==> config.mk <==
export PLATFORM = sky130hd
export DESIGN_NAME = alarm_control_unit_flat
export DESIGN_NICKNAME = d
export VERILOG_FILES = /design/src/rtl/alarm_control_unit_if.sv /design/src/rtl/alarm_control_unit.sv /design/src/flat_wrapper.sv
export SDC_FILE = /design/constraint.sdc
export NUM_CORES = 1
export LEC_CHECK = 0
export ABC_CLOCK_PERIOD_IN_PS = 2300
export CAP_MARGIN = 20
export CORE_ASPECT_RATIO = 0.9
export CORE_UTILIZATION = 47
export CTS_CLUSTER_SIZE = 16
export DETAILED_ROUTE_END_ITERATION = 7
export PLACE_DENSITY_LB_ADDON = 0.05
export RECOVER_POWER = 25
export SYNTH_ARGS = -nofsm -noshare
export SYNTH_HDL_FRONTEND = slang
export SYNTH_SLANG_ARGS = --single-unit
==> constraint.sdc <==
create_clock -name clk -period 2.3 [get_ports clk]
set_input_delay 0.23 -clock clk [delete_from_list [all_inputs] [get_ports clk]]
set_output_delay 0.23 -clock clk [all_outputs]
set_load 0.01 [all_outputs]
==> src/rtl/alarm_control_unit_if.sv <==
// -----------------------------------------------------------------------------
// alarm_control_unit_if
//
// Bundles every non-clock, non-reset signal of the alarm control core.
//
// Core inputs (driven by the keyboard / clock-counter side):
//   one_second   : one-clk pulse per second
//   key          : key code, valid for one clk per press (8'h00 = no key)
//   do_snooze    : one-clk pulse from the snooze button
//   stop_alarm   : one-clk pulse from the alarm-off button
//   current_time : BCD HHMM from the clock counter
// Core outputs:
//   key_buffer, load_new_time, load_alarm, show_keyboard, show_alarm,
//   alarm_time, display, sound_alarm, debug_state, debug_seconds,
//   debug_snooze, disp_state
//
// master : the side that drives the core inputs (keyboard / clock / bench)
// slave  : the alarm control core itself
// -----------------------------------------------------------------------------
interface alarm_control_unit_if;
   logic        one_second;
   logic [7:0]  key;
   logic        do_snooze;
   logic        stop_alarm;
   logic [15:0] current_time;

   logic [15:0] key_buffer;
   logic        load_new_time;
   logic        load_alarm;
   logic        show_keyboard;
   logic        show_alarm;
   logic [15:0] alarm_time;
   logic [15:0] display;
   logic        sound_alarm;
   logic [3:0]  debug_state;
   logic [7:0]  debug_seconds;
   logic [7:0]  debug_snooze;
   logic [2:0]  disp_state;

   modport master (
      output one_second, key, do_snooze, stop_alarm, current_time,
      input  key_buffer, load_new_time, load_alarm, show_keyboard, show_alarm,
             alarm_time, display, sound_alarm, debug_state, debug_seconds,
             debug_snooze, disp_state
   );

   modport slave (
      input  one_second, key, do_snooze, stop_alarm, current_time,
      output key_buffer, load_new_time, load_alarm, show_keyboard, show_alarm,
             alarm_time, display, sound_alarm, debug_state, debug_seconds,
             debug_snooze, disp_state
   );
endinterface

==> src/rtl/alarm_control_unit.sv <==
// -----------------------------------------------------------------------------
// alarm_control_unit
//
// Alarm-clock control core. Three cooperating parts:
//   * keyboard-entry controller: shifts BCD digits into key_buffer and turns
//     'T' / 'A' into load pulses for the clock counter / alarm register, with
//     an inactivity timeout; an 'A' press in idle shows the alarm time.
//   * alarm-time register, loaded from key_buffer.
//   * alarm sequencer: rings when the running time steps onto the alarm time,
//     supports snooze (counted in minute changes of current_time) and stop.
//
// Ports:
//   clk   : system clock, rising edge
//   reset : synchronous, active-high
//   bus   : alarm_control_unit_if.slave carrying all other inputs/outputs
//
// Parameters:
//   ENTRY_TIMEOUT_S : seconds without a key before entry is abandoned
//   SHOW_ALARM_S    : seconds the alarm time is shown after 'A' in idle
//   SNOOZE_MINUTES  : current_time changes before a snoozed alarm re-rings
// -----------------------------------------------------------------------------
module alarm_control_unit #(
   parameter int ENTRY_TIMEOUT_S = 10,
   parameter int SHOW_ALARM_S    = 5,
   parameter int SNOOZE_MINUTES  = 10
) (
   input logic                  clk,
   input logic                  reset,
   alarm_control_unit_if.slave  bus
);

   localparam logic [7:0] ENTRY_LIMIT = 8'(ENTRY_TIMEOUT_S);
   localparam logic [7:0] SHOW_LIMIT  = 8'(SHOW_ALARM_S);
   localparam logic [7:0] SNOOZE_INIT = 8'(SNOOZE_MINUTES);

   localparam logic [7:0] KEY_A = 8'h41;
   localparam logic [7:0] KEY_T = 8'h54;

   typedef enum logic [1:0] {
      CTL_IDLE  = 2'd0,
      CTL_ENTRY = 2'd1,
      CTL_SHOW  = 2'd2
   } ctl_state_t;

   typedef enum logic [1:0] {
      SEQ_IDLE    = 2'd0,
      SEQ_RINGING = 2'd1,
      SEQ_SNOOZE  = 2'd2
   } seq_state_t;

   // ASCII '0'..'9'
   function automatic logic is_digit_key(input logic [7:0] k);
      return (k >= 8'h30) && (k <= 8'h39);
   endfunction

   // ---------------------------------------------------------------------------
   // Keyboard-entry controller
   // ---------------------------------------------------------------------------
   ctl_state_t  ctl_state;
   ctl_state_t  ctl_next;
   logic [7:0]  sec_cnt;
   logic [7:0]  sec_next;
   logic [15:0] key_buf;
   logic [15:0] key_buf_next;
   logic [15:0] alarm_reg;
   logic [15:0] alarm_next;
   logic        load_time_reg;
   logic        load_time_next;
   logic        load_alarm_reg;
   logic        load_alarm_next;

   logic        key_digit;
   logic        key_a;
   logic        key_t;
   logic [3:0]  digit;

   assign key_digit = is_digit_key(bus.key);
   assign key_a     = (bus.key == KEY_A);
   assign key_t     = (bus.key == KEY_T);
   assign digit     = bus.key[3:0];

   // Controller next-state, buffer shifting, timeout and load-pulse decode
   always_comb begin
      ctl_next        = ctl_state;
      sec_next        = sec_cnt;
      key_buf_next    = key_buf;
      alarm_next      = alarm_reg;
      load_time_next  = 1'b0;
      load_alarm_next = 1'b0;

      case (ctl_state)
         CTL_IDLE: begin
            sec_next = 8'd0;
            if (key_digit) begin
               key_buf_next = {12'h000, digit};
               ctl_next     = CTL_ENTRY;
            end else if (key_a) begin
               ctl_next = CTL_SHOW;
            end else begin
               ctl_next = CTL_IDLE;
            end
         end

         CTL_ENTRY: begin
            // A valid key always wins over a coincident one_second tick.
            if (key_digit) begin
               key_buf_next = {key_buf[11:0], digit};
               sec_next     = 8'd0;
            end else if (key_t) begin
               load_time_next = 1'b1;
               sec_next       = 8'd0;
               ctl_next       = CTL_IDLE;
            end else if (key_a) begin
               load_alarm_next = 1'b1;
               alarm_next      = key_buf;
               sec_next        = 8'd0;
               ctl_next        = CTL_IDLE;
            end else if (bus.one_second) begin
               if ((sec_cnt + 8'd1) >= ENTRY_LIMIT) begin
                  sec_next = 8'd0;
                  ctl_next = CTL_IDLE;
               end else begin
                  sec_next = sec_cnt + 8'd1;
               end
            end else begin
               sec_next = sec_cnt;
            end
         end

         CTL_SHOW: begin
            if (key_digit) begin
               key_buf_next = {12'h000, digit};
               sec_next     = 8'd0;
               ctl_next     = CTL_ENTRY;
            end else if (key_a || key_t) begin
               sec_next = 8'd0;
               ctl_next = CTL_IDLE;
            end else if (bus.one_second) begin
               if ((sec_cnt + 8'd1) >= SHOW_LIMIT) begin
                  sec_next = 8'd0;
                  ctl_next = CTL_IDLE;
               end else begin
                  sec_next = sec_cnt + 8'd1;
               end
            end else begin
               sec_next = sec_cnt;
            end
         end

         default: begin
            sec_next = 8'd0;
            ctl_next = CTL_IDLE;
         end
      endcase
   end

   // Controller state, buffers and load pulses
   always_ff @(posedge clk) begin
      if (reset) begin
         ctl_state      <= CTL_IDLE;
         sec_cnt        <= 8'd0;
         key_buf        <= 16'h0000;
         alarm_reg      <= 16'h0000;
         load_time_reg  <= 1'b0;
         load_alarm_reg <= 1'b0;
      end else begin
         ctl_state      <= ctl_next;
         sec_cnt        <= sec_next;
         key_buf        <= key_buf_next;
         alarm_reg      <= alarm_next;
         load_time_reg  <= load_time_next;
         load_alarm_reg <= load_alarm_next;
      end
   end

   // ---------------------------------------------------------------------------
   // Alarm sequencer
   // ---------------------------------------------------------------------------
   seq_state_t  seq_state;
   seq_state_t  seq_next;
   logic [7:0]  snooze_cnt;
   logic [7:0]  snooze_next;
   logic [15:0] prev_time;
   logic        time_changed;
   logic        trigger;

   // Only a step of the running clock onto the alarm time triggers; rewriting
   // the alarm register to the present time does not.
   assign time_changed = (bus.current_time != prev_time);
   assign trigger      = time_changed && (bus.current_time == alarm_reg);

   // Sequencer next-state and snooze countdown
   always_comb begin
      seq_next    = seq_state;
      snooze_next = snooze_cnt;

      case (seq_state)
         SEQ_IDLE: begin
            snooze_next = 8'd0;
            if (trigger) begin
               seq_next = SEQ_RINGING;
            end else begin
               seq_next = SEQ_IDLE;
            end
         end

         SEQ_RINGING: begin
            if (bus.stop_alarm) begin
               snooze_next = 8'd0;
               seq_next    = SEQ_IDLE;
            end else if (bus.do_snooze) begin
               snooze_next = SNOOZE_INIT;
               seq_next    = SEQ_SNOOZE;
            end else begin
               snooze_next = 8'd0;
               seq_next    = SEQ_RINGING;
            end
         end

         SEQ_SNOOZE: begin
            if (bus.stop_alarm) begin
               snooze_next = 8'd0;
               seq_next    = SEQ_IDLE;
            end else if (trigger) begin
               snooze_next = 8'd0;
               seq_next    = SEQ_RINGING;
            end else if (time_changed) begin
               // The change that would take the count to zero re-rings.
               if (snooze_cnt <= 8'd1) begin
                  snooze_next = 8'd0;
                  seq_next    = SEQ_RINGING;
               end else begin
                  snooze_next = snooze_cnt - 8'd1;
               end
            end else begin
               snooze_next = snooze_cnt;
            end
         end

         default: begin
            snooze_next = 8'd0;
            seq_next    = SEQ_IDLE;
         end
      endcase
   end

   // Sequencer state, snooze count and time-change history
   always_ff @(posedge clk) begin
      if (reset) begin
         seq_state  <= SEQ_IDLE;
         snooze_cnt <= 8'd0;
         prev_time  <= bus.current_time;
      end else begin
         seq_state  <= seq_next;
         snooze_cnt <= snooze_next;
         prev_time  <= bus.current_time;
      end
   end

   // ---------------------------------------------------------------------------
   // Outputs
   // ---------------------------------------------------------------------------
   assign bus.key_buffer    = key_buf;
   assign bus.load_new_time = load_time_reg;
   assign bus.load_alarm    = load_alarm_reg;
   assign bus.show_keyboard = (ctl_state == CTL_ENTRY);
   assign bus.show_alarm    = (ctl_state == CTL_SHOW);
   assign bus.alarm_time    = alarm_reg;
   assign bus.sound_alarm   = (seq_state == SEQ_RINGING);
   assign bus.debug_state   = {2'b00, ctl_state};
   assign bus.debug_seconds = sec_cnt;
   assign bus.debug_snooze  = snooze_cnt;
   assign bus.disp_state    = {1'b0, seq_state};

   // Display source follows the controller mode.
   assign bus.display = bus.show_keyboard ? key_buf :
                        bus.show_alarm    ? alarm_reg :
                                            bus.current_time;

endmodule

==> src/flat_wrapper.sv <==
// flat-port wrapper written by rule: the top's interface ports become plain ports
module alarm_control_unit_flat 
#(
   parameter int ENTRY_TIMEOUT_S = 10,
   parameter int SHOW_ALARM_S    = 5,
   parameter int SNOOZE_MINUTES  = 10
)
  (clk, reset, bus_one_second, bus_key, bus_do_snooze, bus_stop_alarm, bus_current_time, bus_key_buffer, bus_load_new_time, bus_load_alarm, bus_show_keyboard, bus_show_alarm, bus_alarm_time, bus_display, bus_sound_alarm, bus_debug_state, bus_debug_seconds, bus_debug_snooze, bus_disp_state);
  alarm_control_unit_if bus_i ();
  input logic clk;
  input logic reset;
  input wire logic [$bits(bus_i.one_second)-1:0] bus_one_second;
  input wire logic [$bits(bus_i.key)-1:0] bus_key;
  input wire logic [$bits(bus_i.do_snooze)-1:0] bus_do_snooze;
  input wire logic [$bits(bus_i.stop_alarm)-1:0] bus_stop_alarm;
  input wire logic [$bits(bus_i.current_time)-1:0] bus_current_time;
  output wire logic [$bits(bus_i.key_buffer)-1:0] bus_key_buffer;
  output wire logic [$bits(bus_i.load_new_time)-1:0] bus_load_new_time;
  output wire logic [$bits(bus_i.load_alarm)-1:0] bus_load_alarm;
  output wire logic [$bits(bus_i.show_keyboard)-1:0] bus_show_keyboard;
  output wire logic [$bits(bus_i.show_alarm)-1:0] bus_show_alarm;
  output wire logic [$bits(bus_i.alarm_time)-1:0] bus_alarm_time;
  output wire logic [$bits(bus_i.display)-1:0] bus_display;
  output wire logic [$bits(bus_i.sound_alarm)-1:0] bus_sound_alarm;
  output wire logic [$bits(bus_i.debug_state)-1:0] bus_debug_state;
  output wire logic [$bits(bus_i.debug_seconds)-1:0] bus_debug_seconds;
  output wire logic [$bits(bus_i.debug_snooze)-1:0] bus_debug_snooze;
  output wire logic [$bits(bus_i.disp_state)-1:0] bus_disp_state;
  assign bus_i.one_second = bus_one_second;
  assign bus_i.key = bus_key;
  assign bus_i.do_snooze = bus_do_snooze;
  assign bus_i.stop_alarm = bus_stop_alarm;
  assign bus_i.current_time = bus_current_time;
  assign bus_key_buffer = bus_i.key_buffer;
  assign bus_load_new_time = bus_i.load_new_time;
  assign bus_load_alarm = bus_i.load_alarm;
  assign bus_show_keyboard = bus_i.show_keyboard;
  assign bus_show_alarm = bus_i.show_alarm;
  assign bus_alarm_time = bus_i.alarm_time;
  assign bus_display = bus_i.display;
  assign bus_sound_alarm = bus_i.sound_alarm;
  assign bus_debug_state = bus_i.debug_state;
  assign bus_debug_seconds = bus_i.debug_seconds;
  assign bus_debug_snooze = bus_i.debug_snooze;
  assign bus_disp_state = bus_i.disp_state;
  alarm_control_unit #(.ENTRY_TIMEOUT_S(ENTRY_TIMEOUT_S), .SHOW_ALARM_S(SHOW_ALARM_S), .SNOOZE_MINUTES(SNOOZE_MINUTES)) u_core (.clk(clk), .reset(reset), .bus(bus_i));
endmodule
== After elaboration in Yosys (flattened, before gate mapping) ==
Index checks and enable logic that the tools add are counted.

* Multiplexer cells: 44
* Shift operators: 0
* Add/subtract/negate cells: 2
* Equal/unequal tests: 18
* Reductions and logical operators: 14
* Bitwise operators: 3
* Multipliers: 0
* Div/mod/pow operators: 0
* $lt $le $gt $ge: 5

{| class="wikitable"
|+ Operators by type and width
! kind !! count
|-
| $mux 8 || 14
|-
| $mux 16 || 4
|-
| $mux 2 || 17
|-
| $pmux 16 s2 || 1
|-
| $pmux 8 s2 || 2
|-
| $eq 16x16->1 || 1
|-
| $eq 8x7->1 const B || 2
|-
| $ne 16x16->1 || 1
|-
| $ne 4x4->1 const B || 4
|-
| $pmux 2 s3 || 2
|-
| $add 8x1->8 const B || 1
|-
| $ge 8x3->1 const B || 1
|-
| $ge 8x4->1 const B || 1
|-
| $ge 8x6->1 const B || 1
|-
| $le 8x1->1 const B || 1
|-
| $le 8x6->1 const B || 1
|-
| $ne 4x2->1 const B || 2
|-
| $sub 8x1->8 const B || 1
|-
| $ne 5x5->1 const B || 1
|-
| $reduce_and 5->1 || 1
|-
| $eq 2x1->1 const B || 2
|-
| $eq 2x2->1 const B || 2
|-
| $logic_not 2->1 || 2
|-
| $mux 4 || 1
|-
| other kinds (13) || 20
|}

* Latch bits: 0
* Bits in read-only memories: 0
* Memories: 0
* Output and inout port bits: 76
* Word-level logic and storage cells: 95
* Input port bits: 29
* Register bits after elaboration: 70
* Bits in writable memories: 0

== Logic depth before layout (Yosys ltp) ==
Gate-level depths: netlist of the first run.

* Depth after elaboration: 8
* Gate-level depth with buffers: 8
* Mapped depth without buffers: 7

== Worst setup path before layout of the first run ==
No wires, ideal clock.

* Path type: register to output
* Start point: register u_core.ctl_state[1]
* End point: output bus_display[10]
* Cell stages (with the launch flop): 6
* Path buffers: 2
* Required time: 2070 ps
* Data arrival time: 1971 ps
* Setup slack: 99 ps
* Cells stage by stage: dfxtp_1 -> ha_1 -> clkbuf_1 -> buf_1 -> mux2i_1 -> o21ai_0

* Word-level cells in the longest chain between the ends: 3
* Elaborated cells on any way between the ends: 4
* Those cells by class: eq/ne (2); mux (2)

{| class="wikitable"
|+ Ends and longest elaborated chain
! item !! line !! RTL
|-
| start, declared || alarm_control_unit.sv:59 || <nowiki>ctl_state_t ctl_state;</nowiki>
|-
| start signal, assigned || alarm_control_unit.sv:167 || <nowiki>ctl_state <= ctl_next;</nowiki>
|-
| $eq 2x2->1 || alarm_control_unit.sv:267 || <nowiki>assign bus.show_alarm = (ctl_state == CTL_SHOW);</nowiki>
|-
| via bus_show_alarm || flat_wrapper.sv:21 || <nowiki>output wire logic [$bits(bus_i.show_alarm)-1:0] bus_show_alarm;</nowiki>
|-
| $mux 16 || alarm_control_unit.sv:277 || <nowiki>bus.show_alarm ? alarm_reg :</nowiki>
|-
| $mux 16 || alarm_control_unit.sv:276 || <nowiki>assign bus.display = bus.show_keyboard ? key_buf :</nowiki>
|-
| end, declared || flat_wrapper.sv:23 || <nowiki>output wire logic [$bits(bus_i.display)-1:0] bus_display;</nowiki>
|}

The timed path passes the listed nets, and every way through them passes these cells.

== Worst setup path after layout of the first run ==
* Start point: input bus_key[3]
* End point: register u_core.ctl_state[0]

* Word-level cells in the longest chain between the ends: 5
* Elaborated cells on any way between the ends: 19
* Those cells by class: order compare (2); eq/ne (7); mux (7); reduce/logical (3)

{| class="wikitable"
|+ Ends and longest elaborated chain
! item !! line !! RTL
|-
| start, declared || flat_wrapper.sv:13 || <nowiki>input wire logic [$bits(bus_i.key)-1:0] bus_key;</nowiki>
|-
| branches (longest 5 deep; another with $ge 8x6->1) || - ||
|}

Parallel ways; which one is timed is not known. The select of a mux whose other input is x is not followed.
A chain may end at the register's enable or synchronous reset.

==> results of run 1 <==
synth_stat cells (2+ instances only):
cell type / instances
nand2b_1: 3
a211oi_1: 5
ha_1: 14
clkbuf_1: 16
inv_1: 12
buf_2: 2
buf_4: 3
or3_1: 2
and2_1: 4
nand3_1: 20
dfxtp_1: 70
nor4_1: 9
mux2i_1: 33
nor3_1: 5
nand4_1: 9
nor2b_1: 5
or4_1: 3
o31ai_1: 2
xor2_1: 19
a21oi_1: 28
xnor2_1: 16
nor2_1: 27
o21ai_0: 22
a31oi_1: 6
nand2_1: 55
per-stage QoR:
| stage | TNS, ns | utilization (%) |
|---|---|---|
| final | -0.0162 | 70.8 |
| after CTS | 0 | 70.1 |
| after global placement | -0.600 | 67.5 |
| after detailed placement | -1.64 | 67.5 |
| after floorplan | 0 | - |
| after global routing | -0.0522 | 70.8 |
cell families (layout without fill, tap and decap cells):
family / Yosys count / in the layout
flip-flops: 70 / 70
AND/OR/NAND/NOR: 153 / 153
AO/OA/AOI/OAI: 73 / 73
adder cells (fa/ha/maj): 14 / 14
buffers and inverters: 34 / 160
XOR/XNOR: 35 / 35
multiplexers: 33 / 33
other: 1 / 3
worst paths after layout:
path	start	endpoint	slack (ns)	cells after the start
max	bus_key[3]	u_core.ctl_state[0]	-0.02	7
min	reset	u_core.bus.alarm_time[14]	0.45	2
max reg2reg	u_core.bus.debug_seconds[0]	u_core.bus.debug_seconds[2]	0.20	7
min reg2reg	u_core.bus.debug_seconds[7]	u_core.bus.debug_seconds[7]	0.50	1
report_power, final:
| part | leakage [uW] | switching, uW | internal (uW) |
|---|---|---|---|
| sequential | 0.000570 | 9.75 | 1230 |
| combinational | 0.00138 | 113 | 122 |
| clock | 0.0000816 | 475 | 392 |
| total | 0.00203 | 598 | 1740 |
cell type report:
cell class / count / area, um2 / share of cell area [%]
clock buffers: 9 / 124 / 2.45
clock inverters: 7 / 50.0 / 0.989
inverters: 12 / 45.0 / 0.890
multi-input cells: 311 / 2030 / 40.0
flip-flops and latches: 70 / 1400 / 27.7
well taps: 93 / 116 / 2.30
repair buffers: 132 / 1300 / 25.6
worst max-delay path, cell delays in order:
cell,delay (ns)
clkdlybuf4s50_1,0.44
or4b_4,0.56
a211o_1,0.34
nor2b_4,0.15
o22a_1,0.22
or4_1,0.52
a21oi_1,0.13
metal layers:
layer | wire [um] | GRT usage, % | vias to the layer above
li1 | - | - | 1677
met1 | 4800 | 34.8 | 1597
met2 | 4330 | 38.2 | 118
met3 | 512 | 5.53 | 4
met4 | 63 | 5.73 | 0
met5 | 0 | 0 | -
timing repair:
| item | 4_1_cts | 5_1_grt |
|---|---|---|
| resized for setup | 3 | 13 |
| gates cloned | 0 | 0 |
| pin swaps | 0 | 2 |
| setup endpoints to repair | 16 | 12 |
| hold buffers | 0 | 0 |
| setup buffers | 0 | 2 |
==> reports/metrics.cfg, run 1 <==
[power_and_ir_drop]
p_total_uw = 2340
power.leakage_uw = 0.00203
ir_drop_mv = 0.334
power.density_mw_per_mm2 = 463

[synth]
async_reset_ff_share_pct = 0
seq_area_frac_synth_pct = 39.7
yosys.area.top_type = dfxtp_1
synth_compound_area_share_pct = 11.9
synthXorXnorAreaFrac_pct = 8.68
ys_seq_elements = 70
syn-instance-count = 413
synth-adder-area-share_pct = 4.96
synthMuxAreaShare_pct = 9.35
synth_area_leaders = dfxtp_1 40%, mux2i_1 9.3%, nand2_1 5.8%, ha_1 5.0%, xor2_1 4.7%
synth_edf_count = 0
synth_top_family_by_area = simple AND/OR/NAND/NOR gates
ys_types = 48
synth.top_cell.area_share_pct = 39.7
yosysWarnings = 0
synthFlopType = dfxtp_1
synthSimpleGateAreaFrac_pct = 21.3
syn-cell-area_mm2 = 0.00353
avgSynthCellArea_um2 = 8.56

[sta]
slew_viol_final = 0
timing.slew.headroom_pct = 49.6
setup_viol = 1
skew_ns = 0.00851
fmax_mhz = 432
post-route-period-util_pct = 101
worst_pin_slew_ns = 0.756
setup_ws_ns = -0.0162
hold_viol = 0
period_minus_slack_ns = 2.32
fin_hold_ws_ns = 0.450

[critical_path]
startpoint_type = input port
end_kind = flip-flop
arrival_ns = 2.58
cp.required_ns = 2.56
path_class = input port to flip-flop
worstPathMaxFanout = 4

[hold_path]
min-delay-path-class = input port to flip-flop

[final_layout]
drive_above_1_share_pct = 10.5
nFillCells = 601
final-instance-count-excl-fill = 634
final_common_cell = clkdlybuf4s50_1
final_cell_area_mm2 = 0.00506
antennaDiodeCount = 0
mostFrequentLayoutCells = 74 x clkdlybuf4s50_1, 69 x dfxtp_1, 55 x nand2_1
final_nets = 579
syn_to_final_growth_pct = 43.2

[route]
vias = 3396
viasPerCell = 5.36
dr.pass1.iters = 5
wl_um = 9700
wire_per_inst_um = 15.3
drc = 0
ant_nets = 0
first_iter_violations = 163

[place]
dp_worst_setup_slack_ns = -0.304
postPlaceCellArea_mm2 = 0.00482
dp_hpwl_um = 7040
portBuffers = 101
placed_cells = 616
gp_congestion = 0.883

[global_routing]
grt_max_degree = 41
grt_overflow = 0
grt_antenna_before_repair = 0
grt_use_total_pct = 24.6
grt_first_pass_wirelength_um = 15200
grt_pass1_vias = 3164

[floorplan]
rows = 29
start_util_pct = 49.4
io_pins = 105
chipHeight_um = 84.3
core_mm2 = 0.00715
die-area_mm2 = 0.00787
die_w_um = 93.4

[cts]
path_clk_slew_ns = 0.08
cts_buffers = 9
clockBufferDepth = 2
cts_root_buf = clkbuf_8
cts.sinks = 70
cts_tree = yes
cts-htree-levels = 3
clk_latency_ns = 0.33

[status]
violations = negative setup slack
status = finished, violations left

[flow_run]
cap_violations = 0

No activity file was read; power rests on OpenSTA's default activity.
==> inputs of run 2 (changes only) <==
- GPL_ROUTABILITY_DRIVEN: not set -> 0
==> results of run 2 <==
Same layout as run 1: the final DEF is identical, and so are final timing and power.
==> inputs of run 3 (changes only) <==
- CORE_MARGIN: not set -> 5
==> reports/metrics.cfg, run 3 (same netlist as run 1, synthesis figures left out) <==
[status]
status = complete, no violations

[route]
dr.pass1.iters = 4  ; -1
drc = 0  ; unchanged
first_iter_violations = 132  ; -19%
viasPerCell = 5.40  ; +0.87%
wl_um = 10200  ; +5.3%
ant_nets = 0  ; unchanged
vias = 3447  ; +1.5%
wire_per_inst_um = 16.0  ; +4.6%

[sta]
post-route-period-util_pct = 97.9  ; -2.8 points
hold_viol = 0  ; unchanged
period_minus_slack_ns = 2.25  ; -0.0642 ns
timing.slew.headroom_pct = 59.3  ; +9.7 points
worst_pin_slew_ns = 0.611  ; -0.146 ns
setup_viol = 0  ; -1
slew_viol_final = 0  ; unchanged
fin_hold_ws_ns = 0.388  ; -0.0623 ns
skew_ns = 0.0122  ; +0.00365 ns
setup_ws_ns = 0.0480  ; +0.0642 ns
fmax_mhz = 444  ; +2.8%

[final_layout]
final_common_cell = dfxtp_1
final-instance-count-excl-fill = 638  ; +0.63%
syn_to_final_growth_pct = 45.9
antennaDiodeCount = 0  ; unchanged
final_util_pct = 69.4  ; -1.4 points
regArea_mm2 = 0.00140  ; about the same
final_nets = 581  ; +0.35%
mostFrequentLayoutCells = 68 x dfxtp_1, 63 x clkdlybuf4s50_1, 55 x nand2_1
drive_above_1_share_pct = 11.4  ; +0.90 points
nFillCells = 621  ; +3.3%
multi_input_area_mm2 = 0.00204  ; +0.56%

[hold_path]
holdPathStages = 2  ; unchanged
min_to = u_core.bus.alarm_time[3]
hold_start = reset
min-delay-path-class = input port to flip-flop

[critical_path]
cp.required_ns = 2.57  ; about the same
timing.rr.start = u_core.bus.debug_snooze[4]
slowest_stage = or4b_4
arrival_ns = 2.52  ; -0.06 ns
cp_cell_sequence = clkdlybuf4s50_1 -> or4b_4 -> a211o_1 -> nor2b_4 -> o22a_1 -> or4_4 -> a21oi_2
end_kind = flip-flop
r2r_cells = 5  ; -2
r2r_slack_ns = 0.15  ; -0.05 ns
path_class = input port to flip-flop
startpoint_type = input port
worstPathMaxFanout = 3  ; -1
rr_endpoint = u_core.bus.debug_snooze[1]
critPathMaxStageDelay_ns = 0.54  ; -0.02 ns

[global_routing]
grt_max_degree = 41  ; unchanged
grt_overflow = 0  ; unchanged
grt_use_total_pct = 21.7  ; -2.9 points
grt_pass1_vias = 3212  ; +1.5%
grt_antenna_before_repair = 0  ; unchanged
grt_first_pass_wirelength_um = 16100  ; +6.0%

[cts]
path_clk_slew_ns = 0.08  ; about the same
cts-htree-levels = 3  ; unchanged
cts.sinks = 70  ; unchanged
clk_latency_ns = 0.34  ; about the same
clockBufferDepth = 2  ; unchanged
cts_buffers = 9  ; unchanged
cts_tree = yes
cts_root_buf = clkbuf_8

[place]
dp_hpwl_um = 7460  ; +6.0%
dp_worst_setup_slack_ns = -0.286  ; +0.0180 ns
portBuffers = 101  ; unchanged
placed_cells = 621  ; +0.81%

[power_and_ir_drop]
power.density_mw_per_mm2 = 499  ; +7.9%
ir_drop_mv = 0.413  ; +23%
power.leakage_uw = 0.00213  ; +4.8%

[floorplan]
core_mm2 = 0.00743  ; +4.0%
die-area_mm2 = 0.00935  ; +19%
chipHeight_um = 92.3  ; +9.5%
rows = 30  ; +3.4%
io_pins = 105  ; unchanged
start_util_pct = 47.5  ; -1.9 points
die_w_um = 101  ; +8.6%

[flow_run]
cap_violations = 0  ; unchanged

-- run 3: changes by cell type in the layout (fill, tap and decap cells not counted), sizes merged, moves of 2 or more --
cell	delta
bufinv	+2
dlymetal6s2s	+2
dlygate4sd3	+8
clkinv	-2
buf	+2
clkdlybuf4s50	-11
-- run 3: critical path, delay by kind of cell --
family	cells	cell delay, ns
AND/OR/NAND/NOR	3	1.20
buffers and inverters	1	0.42
AO/OA/AOI/OAI	3	0.67
-- run 3: worst max-delay path by stage --
stage	start	endpoint	slack, ns	cells past startpoint
floorplan	u_core.ctl_state[1]	bus_display[10]	0.1	5
global placement	bus_key[3]	u_core.ctl_state[0]	-0.22	7
detailed placement	bus_key[3]	u_core.ctl_state[0]	-0.29	7
CTS	u_core.ctl_state[1]	bus_display[1]	0.03	5
global route	bus_current_time[7]	u_core.bus.debug_snooze[5]	-0.01	8
finish	bus_key[3]	u_core.ctl_state[0]	0.05	7
-- run 3: cell type report --
class,count,area share (%)
repair buffers,134,25.8
clock buffers,10,2.67
flip-flops and latches,70,27.2
inverters,12,0.874
clock inverters,5,1.63
multi-input cells,311,39.5
well taps,96,2.33
-- run 3: where the power goes --
part           internal [uW]  leakage [uW]  switching (uW)  total [uW]
clock                    636      0.000105             468        1100
sequential              1230      0.000571            9.00        1240
combinational            121       0.00145             111         232
-- run 3: layer usage --
metal	GRT usage (%)	vias up	part of all wire, %
met5	0	-	0
met4	3.88	0	0.70
met1	31.8	1646	49
met2	32.7	106	44
li1	-	1686	-
met3	5.10	9	5.6
-- run 3: what timing repair did --
action,CTS,global route
pin swaps,0,1
setup endpoints to repair,16,20
gates resized for setup,4,19
buffers inserted,0,2
hold buffers,0,0
-- run 3: metrics by stage --
step	power [uW]	TNS [ns]	area (um2)
after floorplan	1360	0	3540
after global placement	1500	-0.608	4850
after CTS	2590	0	5080
after global routing	2680	-0.0215	5150
final	2570	0	5150
after detailed placement	1500	-0.769	4850
